## src/rtl/hqm_aw_rrwrand_grant_ctl_if.sv

```systemverilog
// Winner/grant handshake bundle between the rr/wrand arbiter, the grant
// control block and the grant consumer.
interface hqm_aw_rrwrand_grant_ctl_if #(
  parameter int NUM_PRIB2  = 3,
  parameter int NUM_REQSB2 = 3
);
  logic                  arb_winner_v;
  logic [NUM_PRIB2-1:0]  arb_winner_pri;
  logic [NUM_REQSB2-1:0] arb_winner;
  logic                  arb_winner_boosted;
  logic                  arb_accept;

  logic                  gnt_v;
  logic                  gnt_ready;
  logic [NUM_PRIB2-1:0]  gnt_pri;
  logic [NUM_REQSB2-1:0] gnt_req;
  logic                  gnt_boosted;

  // Arbiter and grant consumer side
  modport master (
    output arb_winner_v, arb_winner_pri, arb_winner, arb_winner_boosted, gnt_ready,
    input  arb_accept, gnt_v, gnt_pri, gnt_req, gnt_boosted
  );

  // Grant control side
  modport slave (
    input  arb_winner_v, arb_winner_pri, arb_winner, arb_winner_boosted, gnt_ready,
    output arb_accept, gnt_v, gnt_pri, gnt_req, gnt_boosted
  );
endinterface

```

## src/rtl/hqm_aw_rrwrand_grant_ctl.sv

```systemverilog
// Captures the arbiter winner into a 2-entry grant skid buffer, owns the
// per-priority round-robin index and counts boosted grants.
module hqm_aw_rrwrand_grant_ctl #(
  parameter int NUM_REQS   = 8,
  parameter int NUM_PRI    = 8,
  parameter int NUM_REQSB2 = (NUM_REQS > 1) ? $clog2(NUM_REQS) : 1,
  parameter int NUM_PRIB2  = (NUM_PRI > 1) ? $clog2(NUM_PRI) : 1,
  parameter int CNT_W      = 16
) (
  input  logic                           clk,
  input  logic                           rst,
  hqm_aw_rrwrand_grant_ctl_if.slave      bus,
  output logic [NUM_PRI*NUM_REQSB2-1:0]  index_f,
  output logic [CNT_W-1:0]               boost_cnt,
  input  logic                           boost_cnt_clr
);

  typedef struct packed {
    logic [NUM_PRIB2-1:0]  pri;
    logic [NUM_REQSB2-1:0] req;
    logic                  boosted;
  } gnt_ent_t;

  localparam logic [NUM_REQSB2-1:0] IDX_RST = NUM_REQSB2'(NUM_REQS - 1);

  logic [1:0]            occ_q, occ_d;
  gnt_ent_t              head_q, head_d;
  gnt_ent_t              tail_q, tail_d;
  gnt_ent_t              new_ent;
  logic                  push, pop, pri_ok;
  logic [NUM_REQSB2-1:0] index_q [NUM_PRI];
  logic [CNT_W-1:0]      boost_cnt_q;

  assign push    = bus.arb_accept;
  assign pop     = bus.gnt_v & bus.gnt_ready;
  assign new_ent = '{pri: bus.arb_winner_pri, req: bus.arb_winner, boosted: bus.arb_winner_boosted};
  // Extra MSB keeps the range check meaningful when NUM_PRI is a power of 2
  assign pri_ok  = ({1'b0, bus.arb_winner_pri} < (NUM_PRIB2 + 1)'(NUM_PRI));

  assign bus.arb_accept  = bus.arb_winner_v & (occ_q != 2'd2);
  assign bus.gnt_v       = (occ_q != 2'd0);
  assign bus.gnt_pri     = head_q.pri;
  assign bus.gnt_req     = head_q.req;
  assign bus.gnt_boosted = head_q.boosted;
  assign boost_cnt       = boost_cnt_q;

  always_comb begin
    // NOTE: defaults first so every path assigns every target; no latch is inferred.
    occ_d  = occ_q;
    head_d = head_q;
    tail_d = tail_q;
    case (occ_q)
      2'd0: begin
        if (push) begin
          head_d = new_ent;
          occ_d  = 2'd1;
        end
      end
      2'd1: begin
        if (push && pop) begin
          head_d = new_ent;
        end else if (push) begin
          tail_d = new_ent;
          occ_d  = 2'd2;
        end else if (pop) begin
          occ_d  = 2'd0;
        end
      end
      default: begin
        if (pop) begin
          head_d = tail_q;
          occ_d  = 2'd1;
        end
      end
    endcase
  end

  // NOTE: both entries are reset, not just occupancy, so gnt_* read 0 out of reset.
  always_ff @(posedge clk) begin
    // NOTE: non-blocking for all state so every flop samples pre-edge values.
    if (rst) begin
      occ_q  <= 2'd0;
      head_q <= '0;
      tail_q <= '0;
    end else begin
      occ_q  <= occ_d;
      head_q <= head_d;
      tail_q <= tail_d;
    end
  end

  always_ff @(posedge clk) begin
    if (rst) begin
      for (int p = 0; p < NUM_PRI; p++) index_q[p] <= IDX_RST;
    end else if (push && pri_ok) begin
      index_q[bus.arb_winner_pri] <= bus.arb_winner;
    end
  end

  for (genvar p = 0; p < NUM_PRI; p++) begin : g_index
    assign index_f[p*NUM_REQSB2 +: NUM_REQSB2] = index_q[p];
  end

  // Clear wins over a same-cycle boosted accept
  always_ff @(posedge clk) begin
    if (rst || boost_cnt_clr) begin
      boost_cnt_q <= '0;
    end else if (push && bus.arb_winner_boosted && !(&boost_cnt_q)) begin
      boost_cnt_q <= boost_cnt_q + CNT_W'(1);
    end
  end

  a_no_push_full: assert property (@(posedge clk) disable iff (rst)
    push |-> (occ_q != 2'd2));

  a_gnt_stable: assert property (@(posedge clk) disable iff (rst)
    (bus.gnt_v && !bus.gnt_ready) |=>
      (bus.gnt_v && $stable({bus.gnt_pri, bus.gnt_req, bus.gnt_boosted})));

  a_req_range: assert property (@(posedge clk) disable iff (rst)
    bus.arb_winner_v |-> ({1'b0, bus.arb_winner} < (NUM_REQSB2 + 1)'(NUM_REQS)));

  a_pri_range: assert property (@(posedge clk) disable iff (rst)
    bus.arb_winner_v |-> pri_ok);

endmodule

```

## src/flat_wrapper.sv

```systemverilog
// flat-port wrapper written by rule: the top's interface ports become plain ports
module hqm_aw_rrwrand_grant_ctl_flat 
#(
  parameter int NUM_REQS   = 8,
  parameter int NUM_PRI    = 8,
  parameter int NUM_REQSB2 = (NUM_REQS > 1) ? $clog2(NUM_REQS) : 1,
  parameter int NUM_PRIB2  = (NUM_PRI > 1) ? $clog2(NUM_PRI) : 1,
  parameter int CNT_W      = 16
)
  (clk, rst, index_f, boost_cnt, boost_cnt_clr, bus_arb_winner_v, bus_arb_winner_pri, bus_arb_winner, bus_arb_winner_boosted, bus_gnt_ready, bus_arb_accept, bus_gnt_v, bus_gnt_pri, bus_gnt_req, bus_gnt_boosted);
  hqm_aw_rrwrand_grant_ctl_if #(.NUM_PRIB2(NUM_PRIB2), .NUM_REQSB2(NUM_REQSB2)) bus_i ();
  input  logic clk;
  input  logic rst;
  output logic [NUM_PRI*NUM_REQSB2-1:0] index_f;
  output logic [CNT_W-1:0] boost_cnt;
  input  logic boost_cnt_clr;
  input wire logic [$bits(bus_i.arb_winner_v)-1:0] bus_arb_winner_v;
  input wire logic [$bits(bus_i.arb_winner_pri)-1:0] bus_arb_winner_pri;
  input wire logic [$bits(bus_i.arb_winner)-1:0] bus_arb_winner;
  input wire logic [$bits(bus_i.arb_winner_boosted)-1:0] bus_arb_winner_boosted;
  input wire logic [$bits(bus_i.gnt_ready)-1:0] bus_gnt_ready;
  output wire logic [$bits(bus_i.arb_accept)-1:0] bus_arb_accept;
  output wire logic [$bits(bus_i.gnt_v)-1:0] bus_gnt_v;
  output wire logic [$bits(bus_i.gnt_pri)-1:0] bus_gnt_pri;
  output wire logic [$bits(bus_i.gnt_req)-1:0] bus_gnt_req;
  output wire logic [$bits(bus_i.gnt_boosted)-1:0] bus_gnt_boosted;
  assign bus_i.arb_winner_v = bus_arb_winner_v;
  assign bus_i.arb_winner_pri = bus_arb_winner_pri;
  assign bus_i.arb_winner = bus_arb_winner;
  assign bus_i.arb_winner_boosted = bus_arb_winner_boosted;
  assign bus_i.gnt_ready = bus_gnt_ready;
  assign bus_arb_accept = bus_i.arb_accept;
  assign bus_gnt_v = bus_i.gnt_v;
  assign bus_gnt_pri = bus_i.gnt_pri;
  assign bus_gnt_req = bus_i.gnt_req;
  assign bus_gnt_boosted = bus_i.gnt_boosted;
  hqm_aw_rrwrand_grant_ctl #(.NUM_REQS(NUM_REQS), .NUM_PRI(NUM_PRI), .NUM_REQSB2(NUM_REQSB2), .NUM_PRIB2(NUM_PRIB2), .CNT_W(CNT_W)) u_core (.clk(clk), .rst(rst), .bus(bus_i), .index_f(index_f), .boost_cnt(boost_cnt), .boost_cnt_clr(boost_cnt_clr));
endmodule
```

## config.mk

```make
export PLATFORM = sky130hd
export DESIGN_NAME = hqm_aw_rrwrand_grant_ctl_flat
export DESIGN_NICKNAME = d
export VERILOG_FILES = /design/src/rtl/hqm_aw_rrwrand_grant_ctl_if.sv /design/src/rtl/hqm_aw_rrwrand_grant_ctl.sv /design/src/flat_wrapper.sv
export SDC_FILE = /design/constraint.sdc
export NUM_CORES = 1
export LEC_CHECK = 0
export ABC_CLOCK_PERIOD_IN_PS = 1800
export CAP_MARGIN = 15
export CORE_ASPECT_RATIO = 0.75
export CORE_MARGIN = 2
export CORE_UTILIZATION = 40
export CTS_CLUSTER_DIAMETER = 120
export DETAILED_ROUTE_END_ITERATION = 6
export PLACE_DENSITY = 0.78
export SYNTH_ARGS = -nofsm -noshare
export SYNTH_HDL_FRONTEND = slang
export SYNTH_SLANG_ARGS = --single-unit
```

## constraint.sdc

```tcl
create_clock -name clk -period 1.8 [get_ports clk]
set_input_delay 0.27 -clock clk [delete_from_list [all_inputs] [get_ports clk]]
set_output_delay 0.27 -clock clk [all_outputs]
set_load 0.02 [all_outputs]
```

* Word-level counts from Yosys, hierarchy flattened
Memories as Yosys holds them, arrays and structs flattened. Index checks and enable logic that the tools add are counted. Widths: inputs -> output; s select.
Word-level totals: bits in registers 32, memory bits (writable) 24, input port bits 12, output and inout bits 49, memories kept 1
Memories:
- u_core.index_q | depth 8, width 3, read ports 8, clocked after memory_dff 0, wr ports 8, line hqm_aw_rrwrand_grant_ctl.sv:31 | logic [NUM_REQSB2-1:0] index_q [NUM_PRI];
Operators by class: add/sub/neg operators 1, eq/ne operators 6, mux-type cells 18, bitwise logic cells 3, reductions and logical operators 13
Operators by type and width (count):
- $mux 7 | 3
- $add 16x1->16 const B | 1
- $reduce_and 16->1 | 1
- $pmux 7 s2 | 1
- $mux 2 | 5
- $mux 1 | 6
- $mux 3 | 2
- $reduce_and 3->1 | 2
- $ne 2x1->1 const B | 2
- $ne 2x2->1 const B | 2
- $pmux 2 s2 | 1
- $reduce_and 4->1 | 1
- $logic_and 1x1->1 | 3
- $ne 3x1->1 const B | 1
- $reduce_bool 3->1 | 1
- $reduce_or 3->1 | 1
- $and 1x1->1 | 2
- $eq 2x1->1 const B | 1
- $logic_not 2->1 | 1
- $reduce_bool 2->1 | 1
- $logic_not 1->1 | 1
- $logic_or 1x1->1 | 1
- $not 1->1 | 1

* Longest topological paths before layout
depth in word-level cells 7, gate-level depth with buffers 6, gate-level depth less buffers 5

* Worst setup path before layout
OpenSTA, ideal clock, no wires.
path type register to register, start reg u_core.boost_cnt_q[0], in the netlist u_core.boost_cnt[0], end reg u_core.boost_cnt_q[8], in the netlist u_core.boost_cnt[8], data arrival time 1.755 ns, data required time 1.730 ns, slack -0.025 ns, cell stages (with the launch flop) 7, path buffers 1, cells stage by stage dfxtp_1 > ha_1 > and3_1 > nand4_1 > clkbuf_1 > or4_1 > a21oi_1
On the way: longest elaborated chain between the ends 3, elaborated cells on any way between the ends 4, those cells by class add/sub: 1; reduce/logical: 3
Ends and longest elaborated chain:
- start, declared | line hqm_aw_rrwrand_grant_ctl.sv:32 | logic [CNT_W-1:0] boost_cnt_q;
- start signal, assigned | line hqm_aw_rrwrand_grant_ctl.sv:109 | boost_cnt_q <= boost_cnt_q + CNT_W'(1);
- parallel branches: the longest is 3 deep, another holds $add 16x1->16
Several ways; the timed one is not identified. A chain may end at the register's enable or synchronous reset.

* Worst setup path in the final report
start reg u_core.boost_cnt_q[0], in the netlist u_core.boost_cnt[0], end reg u_core.boost_cnt_q[10], in the netlist u_core.boost_cnt[10]
The elaborated chain is that of the path after synthesis.

==> impl_metrics.py <==
metrics = {
    "synth": {
        "synth_top_area_cell": "edfxtp_1",
        "synth.most_common_cell": "dfxtp_1",
        "yosys_warnings": 0,
        "synthArstFlopShare_pct": 0,
        "synthMuxAreaShare_pct": 5.53,
        "syn_area_per_cell_sq_um": 10.4,
        "synth_top_family_by_area": "simple AND/OR/NAND/NOR gates",
        "synthFlopType": "dfxtp_1",
        "synth_compound_area_share_pct": 12.0,
        "netlist_area_sq_mm": 0.00253,
        "synth.top_cells.by_area": "edfxtp_1 28%, dfxtp_1 25%, mux2i_1 5.5%, or2_2 4.4%, nand2b_1 4.2%",
        "synth-seq-area-share_pct": 53.7,
        "synthAdderAreaFrac_pct": 0.494,
        "syn_nets": 256,
        "synth_edf_count": 24,
        "yosys-top-cells-count": "32 x dfxtp_1, 24 x edfxtp_1, 22 x nor2_1",
        "syn_inst": 243,
        "synth-xor-area-share_pct": 0,
        "synth-seq-cells": 56,
        "synth.distinct_cells": 42,
        "synthSimpleGateAreaFrac_pct": 26.2,
        "synth_top_area_share_pct": 28.4,
    },
    "clocking": {
        "clk_path_buf_depth": 2,
        "postCtsSetupRepairBufs": 0,
        "cts.sinks": 56,
        "cts-root-buf": "clkbuf_8",
        "ctsHtreeMaxLevel": 2,
        "cts_tree": "built",
        "numCtsBuffers": 5,
        "path_clk_slew_ps": 100,
        "insertion_delay_ps": 310,
    },
    "cells_and_area": {
        "final_nets": 344,
        "drive_gt1_share_pct": 20.8,
        "antenna_cells": 0,
        "n_fill_cell": 548,
        "area_growth_pct": 41.2,
    },
    "timing": {
        "final_max_slew_viol_count": 0,
        "whs_ps": 505,
        "worst_slack_ps": 70.3,
        "slew_headroom_pct": 63.1,
        "max_freq_ghz": 0.578,
        "worst_slew_pin_slew_ps": 550,
        "fin_worst_skew_ps": 5.68,
        "rsz0062_at_grt": "false",
        "period_share_pct": 96.1,
        "tns_ps": 0,
        "period_minus_slack_ps": 1730,
        "setup_viol": 0,
        "hold_viol": 0,
    },
    "floorplan": {
        "core_area_sq_mm": 0.00622,
        "die-width_um": 95.9,
        "dieHeight_um": 72.9,
        "dieArea_sq_mm": 0.00700,
        "start_util_pct": 40.7,
        "rows": 25,
        "ios": 61,
    },
    "power_and_ir_drop": {
        "power_leakage_nw": 1.22,
        "peakVddDrop_mv": 0.592,
        "power_density_mw_per_mm2": 716,
    },
    "grt": {
        "antenna_found_initial": 0,
        "grt_overflow": 0,
        "grtUsageTotal_pct": 18.7,
        "grt_max_degree": 19,
        "grt_pass1_vias": 2065,
        "grt_first_pass_wirelength_mm": 10.1,
    },
    "placed_design": {
        "portBuffers": 60,
        "dp_hpwl_mm": 4.54,
        "gp_congestion": 0.895,
        "place_ws_ps": -260,
    },
    "worst_setup_path": {
        "worstPathRequired_ps": 2050,
        "startpoint_type": "flip-flop",
        "startpoint": "u_core.boost_cnt[0]$_SDFFE_PP0P_",
        "crit_path_max_fanout": 7,
        "path_class": "flip-flop to flip-flop",
        "rr_startpoint": "u_core.boost_cnt[0]$_SDFFE_PP0P_",
        "cp-end-kind": "flip-flop",
        "cp.arrival_ps": 1980,
    },
    "drt": {
        "drt-wirelength-per-cell_um": 15.0,
        "vias_per_cell": 5.40,
        "vias": 2230,
        "ant_nets": 0,
        "drt_iter0_markers": 117,
        "dr.pass1.iters": 5,
        "drc": 0,
        "totalWireLength_mm": 6.21,
    },
    "flow_run": {
        "maxCapViolations": 0,
    },
    "min_path": {
        "hp-class": "flip-flop to flip-flop",
        "min-delay-start": "u_core.tail_q[4]$_SDFFE_PP0P_",
    },
    "run_status": {
        "status": "finished, final reports clean",
    },
}
## power by group
| part | internal [W] | switching [W] | total [W] |
|---|---|---|---|
| logic | 0.000154 | 0.000178 | 0.000331 |
| clock network | 0.000420 | 0.000421 | 0.000840 |
| registers | 0.00137 | 0.0000212 | 0.00139 |
## timing repair
action	in CTS	in global routing
resized for setup	2	10
endpoints found under the setup margin	2	35
hold endpoints to repair	0	0
pin swaps	0	1
hold buffers	0	0
## cells by family (layout without fill, tap and decap cells)
family          after synthesis  in the layout
compound gates               44             44
flops                        56             56
simple gates                115            115
buf+inv                      13            102
fa+ha+maj                     1              1
mux                          14             14
## critical path, cell delays in order, from the launching register on
cell	delay [ps]
dfxtp_2	350
ha_2	210
and3_1	160
nand4_1	130
buf_4	190
or4_1	490
a21oi_1	140
## cells in the final DEF (no fill, tap or decap), drive strengths merged, types with 3 or more instances in the layout
| cell type | synthesis | layout |
|---|---|---|
| nand3b | 3 | 3 |
| clkbuf | 5 | 5 |
| a21oi | 12 | 12 |
| mux2i | 14 | 14 |
| or2 | 18 | 18 |
| nand3 | 4 | 4 |
| nor4 | 4 | 4 |
| or3 | 8 | 8 |
| or4 | 6 | 6 |
| o31ai | 6 | 6 |
| nand2 | 11 | 11 |
| nor3 | 5 | 5 |
| dfxtp | 32 | 32 |
| edfxtp | 24 | 24 |
| buf | 4 | 30 |
| a211oi | 7 | 7 |
| nand4 | 7 | 7 |
| o21ai | 4 | 4 |
| inv | 4 | 4 |
| clkdlybuf4s50 | 0 | 57 |
| nor2 | 23 | 23 |
| o311ai | 3 | 3 |
| nand2b | 17 | 17 |
| o41ai | 4 | 4 |
## worst paths after layout
path / slack, ps / end / cells past startpoint
max: 70 / u_core.boost_cnt[10]$_SDFFE_PP0P_ / 6
min: 500 / u_core.tail_q[4]$_SDFFE_PP0P_ / 2
max reg2reg: 70 / u_core.boost_cnt[10]$_SDFFE_PP0P_ / 6
min reg2reg: 500 / u_core.tail_q[4]$_SDFFE_PP0P_ / 2
## layer usage
layer	part of all wire [%]	routed length (um)	GRT usage, %
met5	0	0	0
met4	1.2	74	6.83
met3	6.2	382	3.72
met2	46	2860	28.1
met1	46	2880	26.7
## through the flow
| stage | total power, W | instances | area, sq um | util [%] |
|---|---|---|---|---|
| floorplan | 0.00158 | 243 | 2540 | - |
| finish | 0.00256 | 413 | 3580 | 57.5 |
| CTS | 0.00257 | 413 | 3540 | 56.9 |
| global route | 0.00267 | 413 | 3580 | 57.5 |
| detailed placement | 0.00175 | 405 | 3430 | 55.1 |
| global placement | 0.00175 | 405 | 3430 | 55.1 |
## state kept, by name, summed over array words and instances (netlist names)
signal,cells
u_core.boost_cnt,16
u_core.bus.gnt_boosted,1
u_core.bus.gnt_req,3
u_core.tail_q,7
u_core.occ_q,2
u_core.index_q,24
u_core.bus.gnt_pri,3
## area by class of cell
type	instances	area, sq um	share of cell area [%]
Inverter	4	15.0	0.419
Multi-Input combinational cell	174	1150	32.3
Tap cell	81	101	2.83
Clock inverter	3	47.5	1.33
Clock buffer	5	68.8	1.92
Sequential cell	56	1370	38.1
Timing Repair Buffer	90	827	23.1
No activity file was read; power rests on OpenSTA's default activity.
